[src/rtl/mem_port_arbiter.sv]
// Shares one word-addressed memory port between instruction fetch and MEM-stage
// load/store traffic using a fixed four-state transaction with fetch anti-starvation.
module mem_port_arbiter #(
  parameter int ADDR_W     = 6,
  parameter int STARVE_MAX = 4
) (
  input  logic              clk_i,
  input  logic              reset_i,
  input  logic              if_req_i,
  input  logic [31:0]       if_addr_i,
  output logic [31:0]       if_rdata_o,
  output logic              if_done_o,
  input  logic              d_req_i,
  input  logic              d_we_i,
  input  logic [31:0]       d_addr_i,
  input  logic [3:0]        d_be_i,
  input  logic [31:0]       d_wdata_i,
  output logic [31:0]       d_rdata_o,
  output logic              d_done_o,
  output logic [ADDR_W-1:0] mem_address_o,
  output logic              mem_we_o,
  output logic [3:0]        mem_be_o,
  output logic [31:0]       mem_wdata_o,
  input  logic [31:0]       mem_rdata_i,
  output logic              busy_o
);

  localparam int STREAK_W = $clog2(STARVE_MAX + 1);
  localparam logic [STREAK_W-1:0] STREAK_MAX = STREAK_W'(STARVE_MAX);

  typedef enum logic [1:0] {IDLE, ISSUE, RESP, DONE} state_e;
  typedef enum logic {OWN_FETCH, OWN_DATA} owner_e;

  state_e              state_q, state_d;
  owner_e              owner_q, owner_d;
  logic                store_q, store_d;
  logic [STREAK_W-1:0] streak_q, streak_d;
  logic [ADDR_W-1:0]   mem_addr_q, mem_addr_d;
  logic [31:0]         mem_wdata_q, mem_wdata_d;
  logic                mem_we_q, mem_we_d;
  logic [3:0]          mem_be_q, mem_be_d;
  logic [31:0]         if_rdata_q, if_rdata_d;
  logic [31:0]         d_rdata_q, d_rdata_d;
  logic                if_done_q, if_done_d;
  logic                d_done_q, d_done_d;

  logic grantData;
  logic grantFetch;
  logic unusedAddrBits;

  // Data normally wins; once the streak hits the limit a waiting fetch goes first.
  assign grantData  = (state_q == IDLE) && d_req_i && (!if_req_i || (streak_q != STREAK_MAX));
  assign grantFetch = (state_q == IDLE) && if_req_i && !grantData;

  assign unusedAddrBits = ^{if_addr_i[31:ADDR_W+2], if_addr_i[1:0],
                            d_addr_i[31:ADDR_W+2], d_addr_i[1:0]};

  always_ff @(posedge clk_i) begin
    if (reset_i) begin
      state_q     <= IDLE;
      owner_q     <= OWN_FETCH;
      store_q     <= 1'b0;
      streak_q    <= '0;
      mem_addr_q  <= '0;
      mem_wdata_q <= '0;
      mem_we_q    <= 1'b0;
      mem_be_q    <= '0;
      if_rdata_q  <= '0;
      d_rdata_q   <= '0;
      if_done_q   <= 1'b0;
      d_done_q    <= 1'b0;
    end else begin
      state_q     <= state_d;
      owner_q     <= owner_d;
      store_q     <= store_d;
      streak_q    <= streak_d;
      mem_addr_q  <= mem_addr_d;
      mem_wdata_q <= mem_wdata_d;
      mem_we_q    <= mem_we_d;
      mem_be_q    <= mem_be_d;
      if_rdata_q  <= if_rdata_d;
      d_rdata_q   <= d_rdata_d;
      if_done_q   <= if_done_d;
      d_done_q    <= d_done_d;
    end
  end

  // Memory strobes are computed one state early so the registered outputs line up with ISSUE.
  always_comb begin
    state_d     = state_q;
    owner_d     = owner_q;
    store_d     = store_q;
    streak_d    = streak_q;
    mem_addr_d  = mem_addr_q;
    mem_wdata_d = mem_wdata_q;
    mem_we_d    = 1'b0;
    mem_be_d    = 4'b0000;
    if_rdata_d  = if_rdata_q;
    d_rdata_d   = d_rdata_q;
    if_done_d   = 1'b0;
    d_done_d    = 1'b0;

    unique case (state_q)
      IDLE: begin
        if (grantData) begin
          state_d    = ISSUE;
          owner_d    = OWN_DATA;
          store_d    = d_we_i;
          mem_addr_d = d_addr_i[ADDR_W+1:2];
          mem_we_d   = d_we_i;
          mem_be_d   = d_we_i ? d_be_i : 4'b1111;
          if (d_we_i) begin
            mem_wdata_d = d_wdata_i;
          end
          if (!if_req_i) begin
            streak_d = '0;
          end else if (streak_q != STREAK_MAX) begin
            streak_d = streak_q + STREAK_W'(1);
          end
        end else if (grantFetch) begin
          state_d    = ISSUE;
          owner_d    = OWN_FETCH;
          store_d    = 1'b0;
          mem_addr_d = if_addr_i[ADDR_W+1:2];
          mem_be_d   = 4'b1111;
          streak_d   = '0;
        end
      end
      ISSUE: state_d = RESP;
      RESP: begin
        state_d = DONE;
        if (owner_q == OWN_DATA) begin
          d_done_d = 1'b1;
          if (!store_q) begin
            d_rdata_d = mem_rdata_i;
          end
        end else begin
          if_done_d  = 1'b1;
          if_rdata_d = mem_rdata_i;
        end
      end
      DONE: state_d = IDLE;
      default: state_d = IDLE;
    endcase
  end

  assign if_rdata_o    = if_rdata_q;
  assign if_done_o     = if_done_q;
  assign d_rdata_o     = d_rdata_q;
  assign d_done_o      = d_done_q;
  assign mem_address_o = mem_addr_q;
  assign mem_we_o      = mem_we_q;
  assign mem_be_o      = mem_be_q;
  assign mem_wdata_o   = mem_wdata_q;
  assign busy_o        = (state_q != IDLE);

endmodule

[config.mk]
export PLATFORM = sky130hd
export DESIGN_NAME = mem_port_arbiter
export DESIGN_NICKNAME = d
export VERILOG_FILES = /design/src/rtl/mem_port_arbiter.sv
export SDC_FILE = /design/constraint.sdc
export NUM_CORES = 1
export LEC_CHECK = 0
export ABC_AREA = 1
export BUFFER_PORTS_ARGS = -buffer_cell sky130_fd_sc_hd__buf_2
export CAP_MARGIN = 20
export CORE_ASPECT_RATIO = 1.25
export CORE_MARGIN = 5
export CORE_UTILIZATION = 44
export DETAILED_ROUTE_END_ITERATION = 16
export GPL_TIMING_DRIVEN = 1
export PLACE_DENSITY = 0.88
export SLEW_MARGIN = 25
export SYNTH_ARGS = -nofsm -noshare
export SYNTH_HDL_FRONTEND = slang
export SYNTH_SLANG_ARGS = --single-unit
[constraint.sdc]
create_clock -name clk_i -period 1.6 [get_ports clk_i]
set_input_delay 0.08 -clock clk_i [delete_from_list [all_inputs] [get_ports clk_i]]
set_output_delay 0.08 -clock clk_i [all_outputs]
set_load 0.02 [all_outputs]
# Yosys cells after proc, flatten, opt, wreduce, memory -nomap -nowiden
# Cells that the tools add are included.
totals:
  ff_bits: 116
  output_inout_bits: 110
op_classes:
  n_addsub: 1
  eq_ne: 6
  muxes: 17
  n_bitwise: 5
  reduce_logical: 18
op_table:
  columns: ["cell", "n"]
  rows:
  - ["$mux 3", 4]
  - ["$mux 4", 3]
  - ["$mux 6", 2]
  - ["$reduce_and 3->1", 3]
  - ["$pmux 2 s4", 1]
  - ["$ne 3x3->1 const B", 2]
  - ["$mux 1", 5]
  - ["$not 1->1", 5]
  - ["$eq 2x2->1 const B", 2]
  - ["$logic_and 1x1->1", 4]
  - ["$mux 2", 2]
  - ["$reduce_and 2->1", 2]
  - ["$reduce_bool 2->1", 2]
  - ["$reduce_or 2->1", 2]
  - ["$add 3x1->3 const B", 1]
  - ["$ne 3x2->1 const B", 1]
  - ["$reduce_or 3->1", 1]
  - ["$eq 2x1->1 const B", 1]
  - ["$logic_not 1->1", 2]
  - ["$logic_not 2->1", 1]
  - ["$logic_or 1x1->1", 1]

# Depth between registers and ports, before layout
depth:
  ltp_word: 8
  mapped_depth: 9
  mapped_depth_nobuf: 9

# Least setup slack after synthesis
# Ideal clock, no wire load.
synth_timing:
  path_type: "flip-flop to flip-flop"
  start: "register state_q[0]"
  end: "register d_rdata_q[10] (netlist: d_rdata_o[10])"
  arrival_ns: 1.234
  required_time_ns: 1.484
  setup_slack_ns: 0.251
  stages_incl_launch_ff: 9
  path_buffers: 1
  period_less_slack_ns: 1.349
  path_cell_list: "dfxtp_1 inv_1 ha_1 nand2_1 nor2_1 inv_1 buf_2 nor2_1 nor2_1"
synth_via:
  elab_chain_len: 2
synth_lines:
  columns: ["item", "line", "rtl"]
  rows:
  - ["start, declared", "34", "state_e state_q, state_d;"]
  - ["start signal, assigned", "73", "state_q <= state_d;"]
  - ["$eq 2x2->1", "103", "unique case (state_q)"]
  - ["$reduce_and 3->1 (no line)", null, null]
  - ["end signal, assigned", "82", "d_rdata_q <= d_rdata_d;"]
  - ["end, declared", "43", "logic [31:0] d_rdata_q, d_rdata_d;"]
# No other way between the ends.
# A chain may end at the register's enable or synchronous reset.

# Worst setup path in the final report
layout_timing:
  start: "register state_q[0]"
  end: "register mem_wdata_q[16] (netlist: mem_wdata_o[16])"
layout_via:
  elab_chain_len: 4
layout_lines:
  columns: ["item", "line", "rtl"]
  rows:
  - ["$logic_not 2->1 (*)", "52, 103", null]
  - ["$logic_and 1x1->1 (2 in a row)", "52", "assign grantData = (state_q == IDLE) && d_req_i && (!if_req_i || (streak_q != STREAK_MAX));"]
  - ["$reduce_and 3->1 (no line) (*)", null, null]
  - ["end signal, assigned", "78", "mem_wdata_q <= mem_wdata_d;"]
  - ["end, declared", "39", "logic [31:0] mem_wdata_q, mem_wdata_d;"]
# Mark *: on every way between the ends. The rest lies on a longest branch, timed or not.

==> flow_metrics.env <==
export IMPL_leakage_nw=3.80
export IMPL_diodes=0
export IMPL_first_global_vias=4930
export IMPL_fmax_mhz=668
export IMPL_worstHoldPathCells=5
export IMPL_design_core_area_um2=9710
export IMPL_critPathMaxStageDelay_ns=0.31
export IMPL_hpwl_um=8510
export IMPL_area_growth_pct=61.8
export IMPL_drt_iter0_drc=205
export IMPL_vias_per_cell=4.88
export IMPL_ff2ff_path_depth=9
export IMPL_syn_cell_area_um2=4390
export IMPL_place_gp_congestion=0.851
export IMPL_hold_violations=0
export IMPL_power_density_nw_per_um2=1560
export IMPL_period_share_pct=93.5
export IMPL_drt_total_wl_um=15500
export IMPL_status="completed"
export IMPL_ant_nets=0
export IMPL_cp_data_required_time_ns=1.93
export IMPL_post_route_util_pct=73.2
export IMPL_arrival_ns=1.83
export IMPL_wl_per_cell_um=15.1
export IMPL_antenna_found_initial=0
export IMPL_cap_viol_max_count=0
export IMPL_netlist_instances=604
export IMPL_grt_max_degree=76
export IMPL_path_delay_family="simple AND/OR/NAND/NOR gates"
export IMPL_synth_top_area_share_pct=52.9
export IMPL_synth_area_leader_cell="dfxtp_1"
export IMPL_vias=5032
export IMPL_ios=247
export IMPL_cts_buffer_depth=2
export IMPL_cts_clk_slew_worst_paths_ns=0.06
export IMPL_drive_above_1_share_pct=29.4
export IMPL_cts_made_buffers=17
export IMPL_crit_fanout=17
export IMPL_die_y_um=122
export IMPL_worst_path_stages=9
export IMPL_ys_seq_elements=116
export IMPL_nets=1034
export IMPL_layout_common_cells="nor2_1, buf_2, dfxtp_1"
export IMPL_start_util_pct=45.2
export IMPL_worst_slack_ns=0.103
export IMPL_relSlewSlack_pct=73.7
export IMPL_preCtsSetupSlack_ns=-0.0915
export IMPL_ir_drop_mv=1.15
export IMPL_die_area_um2=12100
export IMPL_yosys_warnings=0
export IMPL_setup_worst_path_start_class="flop"
export IMPL_finalSetupViolCount=0
export IMPL_rows=40
export IMPL_cp_slowest_cell="dfxtp_1"
export IMPL_ys_seq_area_share_pct=52.9
export IMPL_drc_errors=0
export IMPL_drt_first_pass_iters=5
export IMPL_synth_area_top_cells="dfxtp_1, nor2_1, o21ai_0, nand2_1, inv_1"
export IMPL_synth_distinct_cells=20
export IMPL_clkSinkCount=116
export IMPL_hold_path_class="primary input to flop"
export IMPL_final_common_cell="nor2_1"
export IMPL_worst_skew_pair_late_latency_ns=0.41
export IMPL_syn_nets=746
export IMPL_critPathBufInv=3
export IMPL_skew_ns=0.00743
export IMPL_grt_pass1_wl_um=23600
export IMPL_crit_top_cell="nand2_1"
export IMPL_cts_root_buf="clkbuf_16"
export IMPL_crit_type="flop to flop"
export IMPL_die_width_um=99.4
export IMPL_period_minus_slack_ns=1.50
export IMPL_cp_end_kind="flop"
export IMPL_gr_total_overflow=0
export IMPL_ctsHtreeMaxLevel=4
export IMPL_crit_chain="inv_1 -> ha_2 -> nand2_1 -> clkinv_2 -> nand3_4 -> buf_12 -> nand2_1 -> nand2_1 -> nor2_1"
export IMPL_grtUsageTotal_pct=24.4
export IMPL_cts_tree="yes"
export IMPL_avgSynthCellArea_um2=7.27
export IMPL_worst_pin_slew_ns=0.395
export IMPL_io_buffers=194
export IMPL_drv_slew=0
export IMPL_whs_ns=0.0530
## flip-flops by register name, summed over array words and instances, names as in the netlist
signal and cells:
d_done_o 1, d_rdata_o 32, if_done_o 1, if_rdata_o 32, mem_address_o 6, mem_be_o 4
mem_wdata_o 32, mem_we_o 1, owner_q 1, state_q 2, store_q 1, streak_q 3
## where the power goes
| group | internal [mW] | switching (mW) |
|---|---|---|
| clock | 2.84 | 1.32 |
| combinational | 1.18 | 2.05 |
| sequential | 3.41 | 0.266 |
| total | 7.43 | 3.64 |
## cell type report
cell class,count,area [um2]
clock inverters,13,205
well taps,126,158
repair buffers,300,2040
multi-input cells,405,1730
inverters,52,196
clock buffers,19,453
fillers,685,2600
flip-flops and latches,116,2320
## cell usage after synthesis (all sizes together)
cell type / instances
clkinv: 1
o21ai: 71
inv: 51
nand4: 1
a21oi: 10
nor2: 212
dfxtp: 116
buf: 21
ha: 5
nand2: 93
nand3: 11
or2: 1
clkbuf: 11
## timing repair
action                     CTS  global route
setup endpoints to repair   32            63
cloned                       0             2
gates resized for setup      1             8
pin swaps                    0             2
hold endpoints to repair   112             0
buffers inserted             0             7
hold buffers                80             0
## worst paths after layout
path          startpoint                to  slack, ns
max           state_q[0]   mem_wdata_o[16]       0.10
min          d_addr_i[6]  mem_address_o[4]       0.05
max reg2reg   state_q[0]   mem_wdata_o[16]       0.10
min reg2reg   state_q[0]        state_q[0]       0.49
## logic make-up after synthesis
| kind of cell | share of synthesized area [%] |
|---|---|
| adders and majority gates | 1.42 |
| DFF | 52.9 |
| and+or+nand+nor | 28.0 |
| AOI/OAI and AO/OA | 9.23 |
| buffers and inverters | 8.46 |
## metal layers
layer / GRT usage, % / share of wire, %
met4: 13.2 / 3.5
met3: 8.30 / 9.8
met2: 42.1 / 49
met1: 26.2 / 38
met5: 0 / 0
## worst reg2reg max path: stages (launching register included)
cell      delay (ns)
dfxtp_1         0.31
inv_1           0.11
ha_2            0.22
nand2_1         0.07
clkinv_2        0.09
nand3_4         0.15
buf_12          0.20
nand2_1         0.08
nand2_1         0.05
nor2_1          0.15
## stage by stage
stage | area [um2] | TNS [ns] | cells | power [mW]
2_1_floorplan | 4390 | 0 | 604 | 5.52
3_3_place_gp | 5540 | -0.175 | 910 | 6.49
3_5_place_dp | 5540 | -2.08 | 910 | 6.56
4_1_cts | 7000 | 0 | 1022 | 10.9
5_1_grt | 7110 | -0.0141 | 1031 | 11.6
6_report | 7110 | 0 | 1031 | 11.1
No activity file was read; power rests on OpenSTA's default activity.
